File: config.mk
export PLATFORM = sky130hd
export DESIGN_NAME = mult_hilo_unit
export DESIGN_NICKNAME = d
export VERILOG_FILES = /design/src/rtl/mult_hilo_unit.sv
export SDC_FILE = /design/constraint.sdc
export NUM_CORES = 1
export LEC_CHECK = 0
export BUFFER_PORTS_ARGS = -buffer_cell sky130_fd_sc_hd__buf_2
export CAP_MARGIN = 0
export CORE_AREA = 8 8 225 227
export CTS_CLUSTER_SIZE = 10
export DETAILED_ROUTE_END_ITERATION = 8
export DIE_AREA = 0 0 233 235
export MAX_ROUTING_LAYER = met4
export PLACE_DENSITY = 0.52
export SLEW_MARGIN = 25
export SYNTH_ARGS = -nofsm -noshare
export SYNTH_HDL_FRONTEND = slang
export SYNTH_SLANG_ARGS = --single-unit
File: constraint.sdc
create_clock -name clk -period 9.85 [get_ports clk]
set_input_delay 1.4775 -clock clk [delete_from_list [all_inputs] [get_ports clk]]
set_output_delay 1.4775 -clock clk [all_outputs]
set_load 0.01 [all_outputs]
File: src/rtl/mult_hilo_unit.sv
// MULTU shift-add unit with HI/LO: result and done arrive WIDTH+1 cycles after start, with a constant latency.
// No backpressure: while busy, stall holds any HI/LO consumer or second start, and writes to HI/LO are dropped.
module mult_hilo_unit #(
    parameter int WIDTH = 32
) (
    input  logic             clk,
    input  logic             rst,
    input  logic             start,
    input  logic [WIDTH-1:0] a,
    input  logic [WIDTH-1:0] b,
    input  logic             flush,
    input  logic             hilo_rd,
    input  logic             hilo_sel,
    input  logic             we_hi,
    input  logic             we_lo,
    input  logic [WIDTH-1:0] wd,
    output logic [WIDTH-1:0] rd_data,
    output logic             busy,
    output logic             stall,
    output logic             done,
    output logic [WIDTH-1:0] hi,
    output logic [WIDTH-1:0] lo
);

    localparam int CW = (WIDTH > 1) ? $clog2(WIDTH) : 1;
    localparam logic [0:0] S_IDLE = 1'b0;
    localparam logic [0:0] S_RUN  = 1'b1;
    localparam logic [CW-1:0] LAST_ITER = CW'(WIDTH - 1);

    logic [0:0]         state_q, state_d;
    logic [2*WIDTH-1:0] mcand_q, mcand_d;
    logic [WIDTH-1:0]   mplier_q, mplier_d;
    logic [2*WIDTH-1:0] acc_q, acc_d;
    logic [CW-1:0]      cnt_q, cnt_d;
    logic [WIDTH-1:0]   hi_q, hi_d;
    logic [WIDTH-1:0]   lo_q, lo_d;
    logic               done_q, done_d;
    logic [2*WIDTH-1:0] step_sum;

    always_comb begin
        state_d  = state_q;
        mcand_d  = mcand_q;
        mplier_d = mplier_q;
        acc_d    = acc_q;
        cnt_d    = cnt_q;
        hi_d     = hi_q;
        lo_d     = lo_q;
        done_d   = 1'b0;
        step_sum = acc_q + (mplier_q[0] ? mcand_q : '0);

        if (state_q == S_IDLE) begin
            if (!flush) begin
                // start takes priority over a same-edge MTHI/MTLO
                if (start) begin
                    state_d  = S_RUN;
                    mcand_d  = {{WIDTH{1'b0}}, a};
                    mplier_d = b;
                    acc_d    = '0;
                    cnt_d    = '0;
                end else begin
                    if (we_hi) hi_d = wd;
                    if (we_lo) lo_d = wd;
                end
            end
        end else begin
            if (flush) begin
                state_d = S_IDLE;
            end else begin
                acc_d    = step_sum;
                mcand_d  = mcand_q << 1;
                mplier_d = mplier_q >> 1;
                cnt_d    = cnt_q + CW'(1);
                if (cnt_q == LAST_ITER) begin
                    state_d      = S_IDLE;
                    {hi_d, lo_d} = step_sum;
                    done_d       = 1'b1;
                end
            end
        end
    end

    always_ff @(posedge clk or negedge rst) begin
        if (!rst) begin
            state_q  <= S_IDLE;
            mcand_q  <= '0;
            mplier_q <= '0;
            acc_q    <= '0;
            cnt_q    <= '0;
            hi_q     <= '0;
            lo_q     <= '0;
            done_q   <= 1'b0;
        end else begin
            state_q  <= state_d;
            mcand_q  <= mcand_d;
            mplier_q <= mplier_d;
            acc_q    <= acc_d;
            cnt_q    <= cnt_d;
            hi_q     <= hi_d;
            lo_q     <= lo_d;
            done_q   <= done_d;
        end
    end

    assign busy    = (state_q == S_RUN);
    assign stall   = busy & (start | hilo_rd | we_hi | we_lo);
    assign rd_data = hilo_sel ? hi_q : lo_q;
    assign done    = done_q;
    assign hi      = hi_q;
    assign lo      = lo_q;

endmodule

==> results.md <==
Status:
- The flow ran to the end, and the final reports show no timing, DRC or antenna violations.

Power:
- VDD sags by at most about 0.11 mV.
- For this design the static power due to leakage is 0.00765 uW.
- Power spread over the standard cell area amounts to 173 mW/mm^2.

Final layout:
- The final standard cell utilization of the core is 0.348.
- The non-filler instance count after layout is approximately 2,300.
- The layout overhead on the synthesized area is 17.6%.
- The summed area of non-filler cells in the final layout is 0.0164 mm^2.
- The most common cell after layout, fill and taps aside is sky130_fd_sc_hd__nand2_1.
- The library cells used most frequently in the layout, excluding fill and tap cells, are 271 x sky130_fd_sc_hd__nand2_1, 230 x sky130_fd_sc_hd__dfrtp_1, 201 x sky130_fd_sc_hd__buf_2, 159 x sky130_fd_sc_hd__o21ai_0.
- At the end of the flow, the number of nets in the layout was 1,869.
- The share of final-layout standard cells stronger than drive strength 1 is 0.181.

STA:
- The worst setup skew after layout is around 20 ps.
- Summed over all failing endpoints, the final setup total negative slack is 0 ps.
- The smallest setup slack after layout is 5050 ps.
- Static timing analysis puts the maximum clock frequency at 0.208 GHz.
- Of the available clock period, the critical path in the final layout requires 0.488.
- Setup repair after global routing left no endpoint under its margin.
- For the pin with the worst max-slew slack, the measured transition is just under 1000 ps.
- The number of hold violations in the final report is 0.
- The final-report setup violation count is 0.
- The final count of pins violating max slew is 0.
- The relative max-transition margin is 0.346.
- The final critical delay including setup and external delays is 4800 ps.

Drt:
- The first detailed-routing pass took 5 iterations.
- The total vias in the final route is 12,000.
- Dividing the detail-routed wire length by the instance count gives 19.7 um.
- After detailed routing, the total wire length is 46,100 um.
- Once detail routing completed, the nets flagged for antenna violations numbered 0.
- The residual DRC count is 0.
- The number of design-rule violations left by the first detailed-router iteration is 716.
- The vias per cell is ~5.1.

Critical path:
- The worst setup path is captured at a flip-flop.
- The startpoint-to-endpoint class of the critical path is reg -> reg.
- The data arrival time of the critical path is 5250 ps.
- Data on the critical path is required at its endpoint by 10,300 ps.
- The sort of element at the start of the critical path is a flip-flop.
- The highest net fanout along the worst path is 35.
- The number of cells traversed by the worst register-to-register path is 15.

Synth:
- The proportion of synthesized chip area in sequential cells is 0.414.
- The number of standard cells after synthesis is 1,559.
- After synthesis, the share of flip-flops with an asynchronous set or reset is 1.00.
- The Yosys warning count is 0.
- The cell area after synthesis is 0.0140 mm^2.
- When the netlist entered floorplanning its net count stood at 1,729.
- After synthesis the netlist holds a flip-flop and latch count of 231.
- The flip-flop cell with the highest count after synthesis is sky130_fd_sc_hd__dfrtp_1.
- The count of flip-flops with a built-in enable after synthesis is 0.
- A synthesized cell averages 8.96 um^2.
- Counting distinct cell types in the post-synthesis netlist gives about 70.

Place:
- The cell area after placement is roughly 0.015 mm^2.
- The number of placed cells counting well taps is 2,281.
- At the end of routability-driven placement, the weighted congestion stood at 0.878.
- At the placement stage, the worst setup path has a slack of 5060 ps.
- The port buffer count is 202.
- The half-perimeter wire length after detailed placement is 34,400 um.

Global routing:
- The met2 track utilization from global routing is 0.263.
- The wire length of the first global-routing pass is 72,800 um.
- The met1 layer usage reported by global route is 0.225.
- The overall global routing resource usage is 0.171.
- The total overflow reported by the global router is 0.
- The largest net degree at the start of global routing is ~280.
- The number of antenna violations at the first check in global routing is 11.
- After global routing, the most crowded layer is met2.
- The met3 track utilization from global routing is 0.0336.
- The via count of the first global-routing pass is 12,200.

Clock tree:
- The number of buffers inserted to repair setup after CTS is 0.
- In this run the number of H-tree levels came out at 1.
- The TritonCTS buffer count is 30.
- CTS saw 231 sinks.
- The clock network latency to the later pin of the worst-skew pair is 580 ps.
- The count of hold buffers inserted by post-cts repair is 0.
- The number of gates resized after CTS was 0.
- TritonCTS built the clock tree.
- The CTS root buffer is sky130_fd_sc_hd__clkbuf_16.
- The longest clock path from root to sink contains 3 buffers.
- Clock-pin slew was measured on the worst setup and hold paths at around 60 ps.

Floorplanning:
- The floorplan row count is 80.
- The width of the chip is 233 um.
- The area enclosed by the die boundary is 0.0548 mm^2.
- The die is 235 um tall.
- The total core area is 0.0471 mm^2.
- The effective utilization at floorplan is 0.296.
- During I/O placement, the number of pins put on the boundary was 203.

Hold path:
- The worst hold path belongs to the class reg -> reg.
- The instance count along the most critical hold path is 2.

Job:
- Max-cap violations in this run came to 0.
## kinds of logic (layout without fill, tap and decap cells)
logic type                 Yosys count  after routing  share of synthesized area
other                                0             11                          0
xor gates and xnor gates            60             60                     0.0376
buffers and inverters              118            273                     0.0366
DFF                                231            231                      0.414
AOI/OAI and AO/OA                  470            470                      0.214
muxes                               95             95                     0.0710
adders and majority gates           66             66                     0.0597
and+or+nand+nor                    519            519                      0.167
## worst paths after layout
check                                      endpoint                startpoint  slack [ps]
max                              hi[30]$_DFFE_PN0P_   mplier_q[0]$_DFFE_PN0P_        5050
min                        mplier_q[15]$_DFFE_PN0P_  mplier_q[15]$_DFFE_PN0P_         480
max reg2reg                      hi[30]$_DFFE_PN0P_   mplier_q[0]$_DFFE_PN0P_        5050
min reg2reg                mplier_q[15]$_DFFE_PN0P_  mplier_q[15]$_DFFE_PN0P_         480
max in group asynchronous            busy$_DFF_PN0_                       rst        7370
min in group asynchronous         lo[3]$_DFFE_PN0P_                       rst         920
## synthesized netlist by cell type, types with 4 or more instances
library cell	number	area share
sky130_fd_sc_hd__nand2_1	271	0.073
sky130_fd_sc_hd__dfrtp_1	231	0.41
sky130_fd_sc_hd__o21ai_0	159	0.057
sky130_fd_sc_hd__a21oi_1	89	0.032
sky130_fd_sc_hd__nor2_1	88	0.024
sky130_fd_sc_hd__clkbuf_1	72	0.019
sky130_fd_sc_hd__ha_1	65	0.058
sky130_fd_sc_hd__and2_1	63	0.028
sky130_fd_sc_hd__mux2i_1	63	0.045
sky130_fd_sc_hd__a31oi_1	62	0.028
sky130_fd_sc_hd__a22o_1	36	0.023
sky130_fd_sc_hd__a21o_1	35	0.019
sky130_fd_sc_hd__xor2_1	33	0.021
sky130_fd_sc_hd__mux2_2	32	0.026
sky130_fd_sc_hd__xnor2_1	27	0.017
sky130_fd_sc_hd__nand4_1	24	0.011
sky130_fd_sc_hd__nand3_1	17	0.0061
sky130_fd_sc_hd__inv_1	14	0.0038
sky130_fd_sc_hd__nor3_1	14	0.0050
sky130_fd_sc_hd__o21bai_1	13	0.0070
sky130_fd_sc_hd__buf_1	12	0.0032
sky130_fd_sc_hd__buf_4	10	0.0054
sky130_fd_sc_hd__o31ai_1	9	0.0048
sky130_fd_sc_hd__or3_1	9	0.0040
sky130_fd_sc_hd__and3_1	8	0.0036
sky130_fd_sc_hd__nor2b_1	8	0.0036
sky130_fd_sc_hd__a211o_1	7	0.0044
sky130_fd_sc_hd__buf_2	7	0.0025
sky130_fd_sc_hd__o21a_1	7	0.0038
sky130_fd_sc_hd__o21ai_1	7	0.0025
sky130_fd_sc_hd__nor4_1	6	0.0027
sky130_fd_sc_hd__o211ai_1	4	0.0022
sky130_fd_sc_hd__o221ai_1	4	0.0025
## power by group
part	internal [uW]	switching [uW]	total, uW	leakage (uW)
clock network	627	421	1050	0.000447
logic	245	351	596	0.00425
registers	1070	115	1190	0.00295
total	1950	887	2830	0.00765
## stage by stage
stage          hold slack (ps)  total power, uW
6_report                   478             2830
5_1_grt                    502             3000
4_1_cts                    483             2880
3_5_place_dp               470             1810
3_3_place_gp               463             1800
2_1_floorplan              450             1540
## registers in the layout, summed over array words and instances, names as in the netlist
register / count
acc_q: 64
busy: 1
cnt_q: 5
done: 1
hi: 32
lo: 32
mcand_q: 64
mplier_q: 32
## area by class of cell
cell class,count,area [um^2]
Multi-Input combinational cell,1210,7710
Inverter,14,52.6
Clock buffer,40,818
Antenna cell,11,27.5
Sequential cell,231,5780
Timing Repair Buffer,212,1150
Fill cell,4889,30700
Tap cell,615,769
Clock inverter,7,103
## per-layer routing
layer | vias to the layer above | wire [um]
li1 | 5856 | -
met2 | 275 | 21000
met4 | 0 | 1550
met1 | 5792 | 21200
met3 | 62 | 2390
met5 | - | 0
## critical path, cell delays in order (launching register included)
cell and delay [ps]:
sky130_fd_sc_hd__dfrtp_1 950, sky130_fd_sc_hd__buf_4 430, sky130_fd_sc_hd__and2_1 180, sky130_fd_sc_hd__ha_1 200, sky130_fd_sc_hd__inv_1 70, sky130_fd_sc_hd__fa_1 410, sky130_fd_sc_hd__nor2b_1 170, sky130_fd_sc_hd__o2111ai_1 210
sky130_fd_sc_hd__a31oi_4 270, sky130_fd_sc_hd__o211ai_1 140, sky130_fd_sc_hd__a41oi_2 250, sky130_fd_sc_hd__a211oi_2 130, sky130_fd_sc_hd__o41ai_4 560, sky130_fd_sc_hd__a31oi_4 170, sky130_fd_sc_hd__and4_1 220, sky130_fd_sc_hd__or3_1 300
Note: power is estimated with default switching activity, not from simulation.
